==> src/rtl/mips_mem_pkg.sv <==
// Shared types and constants for the unified instruction/data memory arbiter.
package mips_mem_pkg;

    // Arbiter sequencing: sample requests, strobe memory, wait out latency, pulse ack.
    typedef enum logic [1:0] {
        StIdle  = 2'd0,
        StIssue = 2'd1,
        StWait  = 2'd2,
        StAck   = 2'd3
    } arb_state_e;

    // Which port owns the transaction in flight.
    typedef enum logic {
        OwnerFetch = 1'b0,
        OwnerData  = 1'b1
    } owner_e;

    localparam int unsigned MemLatDefault = 2;
    localparam int unsigned MemLatMax     = 15;
    localparam int unsigned CntW          = 4;

endpackage

==> src/rtl/mem_lat_counter.sv <==
// Loadable down-counter that times the memory read latency; tc_o flags zero.
module mem_lat_counter
    import mips_mem_pkg::*;
#(
    parameter int unsigned Width = CntW
) (
    input  logic             clk_i,
    input  logic             reset_i,
    input  logic             load_i,
    input  logic [Width-1:0] load_val_i,
    input  logic             dec_i,
    output logic             tc_o
);

    logic [Width-1:0] cnt_q;

    // Load has priority; decrement saturates at zero so the count never wraps.
    always_ff @(posedge clk_i) begin
        if (reset_i) begin
            cnt_q <= '0;
        end else if (load_i) begin
            cnt_q <= load_val_i;
        end else if (dec_i && (cnt_q != '0)) begin
            cnt_q <= cnt_q - 1'b1;
        end
    end

    // Terminal count: the cycle in which the memory's read data is valid.
    always_comb begin
        tc_o = (cnt_q == '0);
    end

endmodule

==> src/rtl/unified_mem_arbiter.sv <==
// Serialises the fetch and data ports onto one fixed-latency memory port,
// one transaction at a time, with alternating priority under contention.
module unified_mem_arbiter
    import mips_mem_pkg::*;
#(
    parameter int unsigned ADDR_W  = 32,
    parameter int unsigned DATA_W  = 32,
    parameter int unsigned MEM_LAT = MemLatDefault
) (
    input  logic              clk_i,
    input  logic              reset_i,
    input  logic              if_req_i,
    input  logic [ADDR_W-1:0] if_addr_i,
    output logic              if_ack_o,
    output logic [DATA_W-1:0] if_rdata_o,
    input  logic              d_req_i,
    input  logic              d_we_i,
    input  logic [ADDR_W-1:0] d_addr_i,
    input  logic [DATA_W-1:0] d_wdata_i,
    output logic              d_ack_o,
    output logic [DATA_W-1:0] d_rdata_o,
    output logic              mem_req_o,
    output logic              mem_we_o,
    output logic [ADDR_W-1:0] mem_addr_o,
    output logic [DATA_W-1:0] mem_wdata_o,
    input  logic [DATA_W-1:0] mem_rdata_i,
    output logic              stall_if_o,
    output logic              stall_mem_o,
    output logic              busy_o
);

    localparam logic [CntW-1:0] LatLoad = CntW'(MEM_LAT - 1);

    arb_state_e        state_q, state_d;
    owner_e            owner_q, owner_d;
    owner_e            last_grant_q, last_grant_d;
    logic              mem_req_q, mem_req_d;
    logic              mem_we_q, mem_we_d;
    logic [ADDR_W-1:0] mem_addr_q, mem_addr_d;
    logic [DATA_W-1:0] mem_wdata_q, mem_wdata_d;
    logic              if_ack_q, if_ack_d;
    logic              d_ack_q, d_ack_d;
    logic [DATA_W-1:0] if_rdata_q, if_rdata_d;
    logic [DATA_W-1:0] d_rdata_q, d_rdata_d;
    logic              busy_q, busy_d;
    logic              grant_data;
    logic              cnt_load, cnt_dec, cnt_tc;

    mem_lat_counter #(
        .Width (CntW)
    ) u_lat_cnt (
        .clk_i      (clk_i),
        .reset_i    (reset_i),
        .load_i     (cnt_load),
        .load_val_i (LatLoad),
        .dec_i      (cnt_dec),
        .tc_o       (cnt_tc)
    );

    // Next-state: arbitration in idle, memory strobe, latency wait, ack pulse.
    // The mem_* registers double as the grant-time latches; they read as zero
    // except during the single issue cycle.
    always_comb begin
        state_d      = state_q;
        owner_d      = owner_q;
        last_grant_d = last_grant_q;
        mem_req_d    = 1'b0;
        mem_we_d     = 1'b0;
        mem_addr_d   = '0;
        mem_wdata_d  = '0;
        if_ack_d     = 1'b0;
        d_ack_d      = 1'b0;
        if_rdata_d   = if_rdata_q;
        d_rdata_d    = d_rdata_q;
        grant_data   = 1'b0;
        cnt_load     = 1'b0;
        cnt_dec      = 1'b0;

        unique case (state_q)
            StIdle: begin
                if (if_req_i || d_req_i) begin
                    // Data wins ties unless it also won the previous grant.
                    grant_data   = d_req_i && !(if_req_i && (last_grant_q == OwnerData));
                    owner_d      = grant_data ? OwnerData : OwnerFetch;
                    last_grant_d = owner_d;
                    mem_req_d    = 1'b1;
                    mem_we_d     = grant_data && d_we_i;
                    mem_addr_d   = grant_data ? d_addr_i : if_addr_i;
                    mem_wdata_d  = grant_data ? d_wdata_i : '0;
                    state_d      = StIssue;
                end
            end
            StIssue: begin
                if (mem_we_q) begin
                    d_ack_d = 1'b1;
                    state_d = StAck;
                end else begin
                    // With MEM_LAT == 1 the count loads as zero, so the wait
                    // state captures on its first cycle.
                    cnt_load = 1'b1;
                    state_d  = StWait;
                end
            end
            StWait: begin
                if (cnt_tc) begin
                    if (owner_q == OwnerData) begin
                        d_rdata_d = mem_rdata_i;
                        d_ack_d   = 1'b1;
                    end else begin
                        if_rdata_d = mem_rdata_i;
                        if_ack_d   = 1'b1;
                    end
                    state_d = StAck;
                end else begin
                    cnt_dec = 1'b1;
                end
            end
            StAck: begin
                state_d = StIdle;
            end
        endcase

        busy_d = (state_d != StIdle);
    end

    // State and registered outputs; reset abandons any transaction in flight.
    always_ff @(posedge clk_i) begin
        if (reset_i) begin
            state_q      <= StIdle;
            owner_q      <= OwnerFetch;
            last_grant_q <= OwnerFetch;
            mem_req_q    <= 1'b0;
            mem_we_q     <= 1'b0;
            mem_addr_q   <= '0;
            mem_wdata_q  <= '0;
            if_ack_q     <= 1'b0;
            d_ack_q      <= 1'b0;
            if_rdata_q   <= '0;
            d_rdata_q    <= '0;
            busy_q       <= 1'b0;
        end else begin
            state_q      <= state_d;
            owner_q      <= owner_d;
            last_grant_q <= last_grant_d;
            mem_req_q    <= mem_req_d;
            mem_we_q     <= mem_we_d;
            mem_addr_q   <= mem_addr_d;
            mem_wdata_q  <= mem_wdata_d;
            if_ack_q     <= if_ack_d;
            d_ack_q      <= d_ack_d;
            if_rdata_q   <= if_rdata_d;
            d_rdata_q    <= d_rdata_d;
            busy_q       <= busy_d;
        end
    end

    // Output drive; stalls are combinational so they drop in the ack cycle.
    always_comb begin
        mem_req_o   = mem_req_q;
        mem_we_o    = mem_we_q;
        mem_addr_o  = mem_addr_q;
        mem_wdata_o = mem_wdata_q;
        if_ack_o    = if_ack_q;
        d_ack_o     = d_ack_q;
        if_rdata_o  = if_rdata_q;
        d_rdata_o   = d_rdata_q;
        busy_o      = busy_q;
        stall_if_o  = if_req_i & ~if_ack_q;
        stall_mem_o = d_req_i & ~d_ack_q;
    end

endmodule
==> config.mk <==
export PLATFORM = sky130hd
export DESIGN_NAME = unified_mem_arbiter
export DESIGN_NICKNAME = d
export VERILOG_FILES = /design/src/rtl/mips_mem_pkg.sv /design/src/rtl/mem_lat_counter.sv /design/src/rtl/unified_mem_arbiter.sv
export SDC_FILE = /design/constraint.sdc
export NUM_CORES = 1
export LEC_CHECK = 0
export BUFFER_PORTS_ARGS = -buffer_cell sky130_fd_sc_hd__buf_2
export CAP_MARGIN = 20
export CORE_ASPECT_RATIO = 0.5
export CORE_UTILIZATION = 39
export CTS_BUF_LIST = sky130_fd_sc_hd__clkbuf_8
export DETAILED_ROUTE_END_ITERATION = 8
export PLACE_DENSITY_LB_ADDON = 0.12
export SETUP_SLACK_MARGIN = 0.15
export SYNTH_ARGS = -nofsm -noshare
export SYNTH_HDL_FRONTEND = slang
export SYNTH_SLANG_ARGS = --single-unit
==> constraint.sdc <==
create_clock -name clk_i -period 4.8 [get_ports clk_i]
set_input_delay 0.24 -clock clk_i [delete_from_list [all_inputs] [get_ports clk_i]]
set_output_delay 0.24 -clock clk_i [all_outputs]
set_load 0.02 [all_outputs]
==> results of run 1 <==
kinds of logic (layout without fill, tap and decap cells):
kind of cell,count (synthesis),in the layout
adder cells (fa/ha/maj),5,5
multiplexers,64,64
buffers and inverters,38,340
AND/OR/NAND/NOR,214,214
AO/OA/AOI/OAI,49,49
flip-flops,140,140
final timing paths:
path	start	end	slack (ps)	cells after the start
hold reg to reg	if_rdata_o[1]	if_rdata_o[1]	470	2
setup reg to reg	state_q[0]	d_rdata_o[26]	2440	6
hold / removal	d_wdata_i[19]	mem_wdata_o[19]	30	2
setup / recovery	state_q[0]	d_rdata_o[26]	2440	6
final cells by class:
type | instances | area [um^2] | share of cell area (%)
inverters | 7 | 26.3 | 0.359
flip-flops and latches | 140 | 2800 | 38.3
multi-input cells | 332 | 2180 | 29.8
clock inverters | 15 | 175 | 2.40
clock buffers | 17 | 234 | 3.20
repair buffers | 301 | 1680 | 23.0
well taps | 170 | 213 | 2.91
metrics by stage:
stage / power, mW / util (%)
after floorplan: 2.05 / -
after global placement: 2.34 / 51.6
after detailed placement: 2.37 / 51.8
after CTS: 3.39 / 57.2
after global routing: 3.53 / 57.2
final: 3.35 / 57.2
cells in the mapped netlist, types with 2 or more instances:
library cell	instances
dfxtp_1	140
a21oi_1	38
a21boi_1	2
ha_1	5
inv_1	7
a311oi_1	2
nand2_1	66
mux2i_1	64
and2_1	33
clkbuf_1	24
nor2b_1	3
nor2_1	3
buf_6	3
buf_4	3
nand2b_1	99
o21ai_0	2
routing by layer:
layer,vias up,track usage (%)
met4,0,7.26
met2,135,32.9
li1,2231,-
met5,-,0
met3,16,4.60
met1,1912,22.7
sequential cells by signal, indices dropped and copies added (netlist names):
| signal | count |
|---|---|
| u_lat_cnt.cnt_q | 4 |
| mem_req_o | 1 |
| mem_we_o | 1 |
| mem_addr_o | 32 |
| mem_wdata_o | 32 |
| if_ack_o | 1 |
| busy_o | 1 |
| d_ack_o | 1 |
| d_rdata_o | 32 |
| last_grant_q | 1 |
| state_q | 2 |
| if_rdata_o | 32 |
critical path, delay by kind of cell (launching register included):
kind,cells,cell delay [ps]
adders and majority gates,1,280
and+or+nand+nor,2,980
muxes,1,160
DFF,1,340
buffers and inverters,2,460
report_power, final:
| part | total [mW] | leakage [nW] | switching [mW] | internal, mW |
|---|---|---|---|---|
| Combinational | 0.952 | 2.37 | 0.573 | 0.379 |
| Sequential | 1.41 | 1.14 | 0.0700 | 1.34 |
| Clock | 0.996 | 0.205 | 0.512 | 0.484 |
==> impl_metrics.csv, run 1 <==
group,metric,value,unit
placed_design,post-place-cells,922,
synthesis,synth-edff-count,0,
route,wl_met1,5660,um
synthesis,syn-cell-area,0.00514,mm^2
route,drt_wl_total,12900,um
sta,setup_viol,0,
sta,fin_hold_ws,34.7,ps
cells_and_area,antenna_cells,0,
clocking,clk_pin_slew,100,ps
placed_design,gp_congestion,0.715,
synthesis,synth_compound_area_share,5.33,%
synthesis,syn-num-nets,648,
clocking,clock-sinks,140,
pwr,power_leakage,3.71,nW
clocking,hold_buffers,28,
clocking,cts_tree,"built",
sta,period_share,49.2,%
global_routing,grtUsageTotal,19.0,%
synthesis,seq_area_frac_synth,54.5,%
setup_path,worstPathArrival,2650,ps
route,drtAntennaViolNets,0,
synthesis,synthMuxAreaShare,12.5,%
setup_path,end_kind,"register",
route,drtIter0Drc,179,
placed_design,place_ws,2470,ps
global_routing,grt_pass1_wl,20400,um
sta,fmax,0.424,GHz
run_status,status,"finished, final reports clean",
sta,rsz0062_at_grt,"false",
global_routing,antenna_found_initial,0,
synthesis,ys_types,32,
route,met2_length,6320,um
sta,finalHoldViolCount,0,
cells_and_area,final_cells,982,
synthesis,yosys.area_share.xor_xnor,0,%
route,topRoutingLayerUsed,"met4",
global_routing,grt_max_degree,105,
sta,finalMaxSlewViolations,0,
route,dr_total_vias,4294,
clocking,h-tree-depth,4,
route,vias_per_cell,4.37,
sta,fin_setup_tns,0,ps
synthesis,synth_flop_cell,"dfxtp_1",
clocking,clock_latency,430,ps
setup_path,slowest_stage,"or4b_2",
cells_and_area,design_area,0.00731,mm^2
cells_and_area,fin_nets,937,
setup_path,worst_path_largest_cell_delay,860,ps
clocking,cts_setup_buffers,0,
floorplan,rows,29,
job,drv_cap,0,
route,drtPass1Iterations,4,
pwr,powerDensity,459,mW/mm^2
floorplan,start_util,40.3,%
synthesis,synth_top_family_by_area,"simple AND/OR/NAND/NOR gates",
sta,period_minus_slack,2360,ps
route,wl_per_cell,13.1,um
clocking,cts_resized,0,
floorplan,design.core.area,0.0128,mm^2
floorplan,dieWidth,164,um
pwr,irDropWorstVdd,0.000187,V
floorplan,die_area,0.0137,mm^2
floorplan,dieHeight,83.2,um
synthesis,async_flop_share,0,%
route,drcViolationCount,0,
cells_and_area,layout_commonest_cell,"buf_2",
clocking,cts_root_buf,"clkbuf_8",
sta,fin_worst_skew,15.1,ps
synthesis,syn_avg_cell_area,10.1,um^2
cells_and_area,drive_above_1_share,38.4,%
sta,tightest_slew,740,ps
synthesis,syn_inst,510,
cells_and_area,mostFrequentLayoutCells,"267 x buf_2, 140 x dfxtp_1, 99 x nand2b_1",
placed_design,place_area,0.00662,mm^2
clocking,numCtsBuffers,17,
synthesis,yosys.area.top_type,"dfxtp_1",
clocking,clockBufferDepth,2,
worst_hold_path,hp-class,"input pin to register",
synthesis,synth.area.top_cells,"dfxtp_1 55%, mux2i_1 12%, nand2b_1 12%",
setup_path,startpoint_type,"register",
synthesis,synth_adder_area_share,1.22,%
sta,maxSlewHeadroom,50.7,%
placed_design,dp_hpwl,8940,um
synthesis,yosysWarnings,0,
setup_path,required,5100,ps
synthesis,synthSimpleGateAreaFrac,23.0,%
setup_path,crit_path_max_fanout,22,
synthesis,synth.top_cell.area_share,54.5,%
cells_and_area,syn_to_final_growth,42.2,%
placed_design,port_buffers,267,
route,wl_met3,726,um
floorplan,pin_count,268,
setup_path,crit_type,"register to register",
synthesis,ys_ff_latch,140,
global_routing,overflow,0,
cells_and_area,fill_cells,1186,
global_routing,grt_pass1_vias,4175,
sta,fin_ws,2440,ps
setup_path,cp_cell_sequence,"inv_1 > ha_1 > nand2_2 > or4b_2 > buf_4 > mux2i_1",
Power figures use the tool's default switching activity.
==> run 2, diff against run 1 <==
--- a/config.mk
+++ b/config.mk
@@ -5,6 +5,7 @@
 export SDC_FILE = /design/constraint.sdc
 export NUM_CORES = 1
 export LEC_CHECK = 0
+export ABC_AREA = 1
 export BUFFER_PORTS_ARGS = -buffer_cell sky130_fd_sc_hd__buf_2
 export CAP_MARGIN = 20
 export CORE_ASPECT_RATIO = 0.5
==> constraint.sdc (replaced) <==
create_clock -name clk_i -period 2.1 [get_ports clk_i]
set_input_delay 0.105 -clock clk_i [delete_from_list [all_inputs] [get_ports clk_i]]
set_output_delay 0.105 -clock clk_i [all_outputs]
set_load 0.02 [all_outputs]
==> run 2 against run 1 <==
- clock-buffer cell count rose by 1
- register-to-register slack got worse by 2200 ps
- clock power rose by 110%
- first-iteration DRC count rose by 110%
- die area fell by 6.1%
- fmax rose by 28%
- sequential cell count did not move
- global-route usage rose by 4.9 points
- via count rose by 23%
- sequential share of layout area fell by 3.2 points
- worst setup slack got worse by 2200 ps
- critical path type unchanged
- final cell count rose by 19%
==> impl_metrics.csv, run 2 <==
group,metric,value,unit
route,drtPass1Iterations,5,
global_routing,antenna_found_initial,0,
clocking,h-tree-depth,4,
floorplan,dieHeight,80.6,um
global_routing,grt_max_degree,35,
route,dr_total_vias,5276,
synthesis,syn-cell-area,0.00482,mm^2
sta,maxSlewHeadroom,74.7,%
floorplan,die_area,0.0128,mm^2
route,drcViolationCount,0,
sta,finalHoldViolCount,0,
route,drtIter0Drc,376,
clocking,numCtsBuffers,17,
clocking,cts_root_buf,"clkbuf_8",
placed_design,gp_congestion,0.738,
floorplan,rows,28,
synthesis,syn_inst,597,
sta,rsz0062_at_grt,"false",
worst_hold_path,hp-class,"input pin to register",
cells_and_area,layout_commonest_cell,"buf_2",
synthesis,ys_ff_latch,140,
synthesis,syn-num-nets,735,
placed_design,port_buffers,267,
clocking,clockBufferDepth,2,
synthesis,synth_flop_cell,"dfxtp_1",
route,drt_wl_total,15800,um
setup_path,end_kind,"register",
floorplan,design.core.area,0.0119,mm^2
pwr,total_power,7.63,mW
sta,period_share,87.5,%
cells_and_area,drive_above_1_share,32.0,%
floorplan,pin_count,268,
setup_path,cp_cell_sequence,"inv_1 > ha_1 > o21ai_1 > nor2_2 > buf_12 > o21ai_1 > nor2_1 > dlygate4sd3_1",
synthesis,synth.top_cell.area_share,58.1,%
sta,fin_setup_tns,0,ps
clocking,clk_pin_slew,80,ps
cells_and_area,antenna_cells,0,
route,vias_per_cell,4.51,
pwr,irDropWorstVdd,0.000423,V
route,drtAntennaViolNets,0,
setup_path,required,2470,ps
setup_path,slowest_stage,"dlygate4sd3_1",
pwr,power_leakage,3.95,nW
synthesis,yosysWarnings,0,
clocking,cts_tree,"built",
clocking,clock_latency,440,ps
setup_path,startpoint_type,"register",
synthesis,seq_area_frac_synth,58.1,%
job,drv_cap,0,
setup_path,r2r_slack,260,ps
run_status,status,"finished, final reports clean",
global_routing,grtUsageTotal,23.9,%
sta,fin_worst_skew,20.3,ps
sta,setup_viol,0,
sta,tightest_slew,380,ps
setup_path,worstPathArrival,2210,ps
synthesis,syn_avg_cell_area,8.08,um^2
setup_path,crit_type,"register to register",
synthesis,ys_types,19,
global_routing,grt_pass1_vias,5032,
clocking,clock-sinks,140,
cells_and_area,fin_nets,1131,
synthesis,synth_common_cells,"145 x nand2_1, 140 x dfxtp_1, 108 x nor2_1",
synthesis,yosysMostFrequentCell,"nand2_1",
sta,fmax,0.544,GHz
cells_and_area,syn_to_final_growth,65.7,%
setup_path,cp_top_family,"buffers and inverters",
setup_path,worst_path_largest_cell_delay,550,ps
sta,finalMaxSlewViolations,0,
placed_design,dp_hpwl,9060,um
synthesis,synth-edff-count,0,
global_routing,overflow,0,
setup_path,cp_common_cell,"o21ai_1",
route,wl_per_cell,13.5,um
synthesis,async_flop_share,0,%
pwr,powerDensity,956,mW/mm^2
synthesis,synth.area.top_cells,"dfxtp_1 58%, nand2_1 11%, nor2_1 8.4%",
setup_path,crit_path_max_fanout,17,
setup_path,crit_buf_inv,3,
floorplan,dieWidth,159,um
sta,period_minus_slack,1840,ps
synthesis,yosys.area.top_type,"dfxtp_1",
cells_and_area,mostFrequentLayoutCells,"267 x buf_2, 145 x nand2_1, 140 x dfxtp_1",
global_routing,grt_pass1_wl,24000,um
floorplan,start_util,40.5,%
[run 2: cell types whose count changed after synthesis, sizes merged, moves of 8 or more]
cell	delta
a21oi	+34
and2	-33
buf	+19
clkbuf	-17
inv	+40
mux2i	-64
nand2	+78
nand2b	-99
nand3	+8
nor2	+108
o21ai	+31
[run 2: where the power goes]
| group | switching (mW) | internal (mW) |
|---|---|---|
| registers | 0.148 | 3.04 |
| logic | 1.49 | 0.904 |
| clock network | 1.16 | 0.892 |
| total | 2.79 | 4.84 |
[run 2: kinds of logic after synthesis]
logic type / count (synthesis) / share of synthesized area (%)
flip-flops: 140 / 58.1
buffers and inverters: 80 / 7.60
adder cells (fa/ha/maj): 5 / 1.30
AO/OA/AOI/OAI: 105 / 11.0
AND/OR/NAND/NOR: 267 / 22.0
[run 2: what timing repair did]
action,4_1_cts,5_1_grt
hold buffers,129,0
setup endpoints to repair,0,2
endpoints found under the hold margin,129,0
buffers inserted,0,1
gates resized for setup,0,4
[run 2: through the flow]
step / std cells / cell area [um^2] / setup WS, ps / hold WS (ps) / util, %
after floorplan: 597 / 4820 / 731 / 217 / -
after detailed placement: 1008 / 6280 / 373 / 323 / 52.7
after CTS: 1169 / 7940 / 181 / 3.72 / 66.7
final: 1171 / 7990 / 263 / 35.5 / 67.1
after global placement: 1008 / 6280 / 476 / 318 / 52.7
after global routing: 1171 / 7990 / 133 / 20.2 / 67.1
[run 2: area by class of cell]
type | instances | area, um^2
Tap cell | 165 | 206
Multi-Input combinational cell | 377 | 1650
Clock buffer | 18 | 248
Clock inverter | 14 | 125
Sequential cell | 140 | 2800
Timing Repair Buffer | 410 | 2780
Fill cell | 997 | 3920
Inverter | 47 | 176
[run 2: worst reg2reg max path, stage by stage, from the launching register on]
cell and delay, ps:
dfxtp_1 320, inv_1 100, ha_1 190, o21ai_1 100, nor2_2 200, buf_12 170, o21ai_1 70, nor2_1 80
dlygate4sd3_1 550
[run 2: routing by layer]
metal | track usage, % | part of all wire, % | vias to the layer above
met5 | 0 | 0 | -
met4 | 11.3 | 2.4 | 0
met3 | 6.97 | 6.0 | 37
met2 | 42.7 | 50 | 201
met1 | 26.6 | 41 | 2393
li1 | - | - | 2645
[run 2: path summary, 6_finish.rpt]
kind                 start             to  cells past startpoint
max             state_q[1]  mem_addr_o[7]                      8
min                d_req_i   last_grant_q                      4
max reg2reg     state_q[1]  mem_addr_o[7]                      8
min reg2reg  d_rdata_o[20]  d_rdata_o[20]                      2
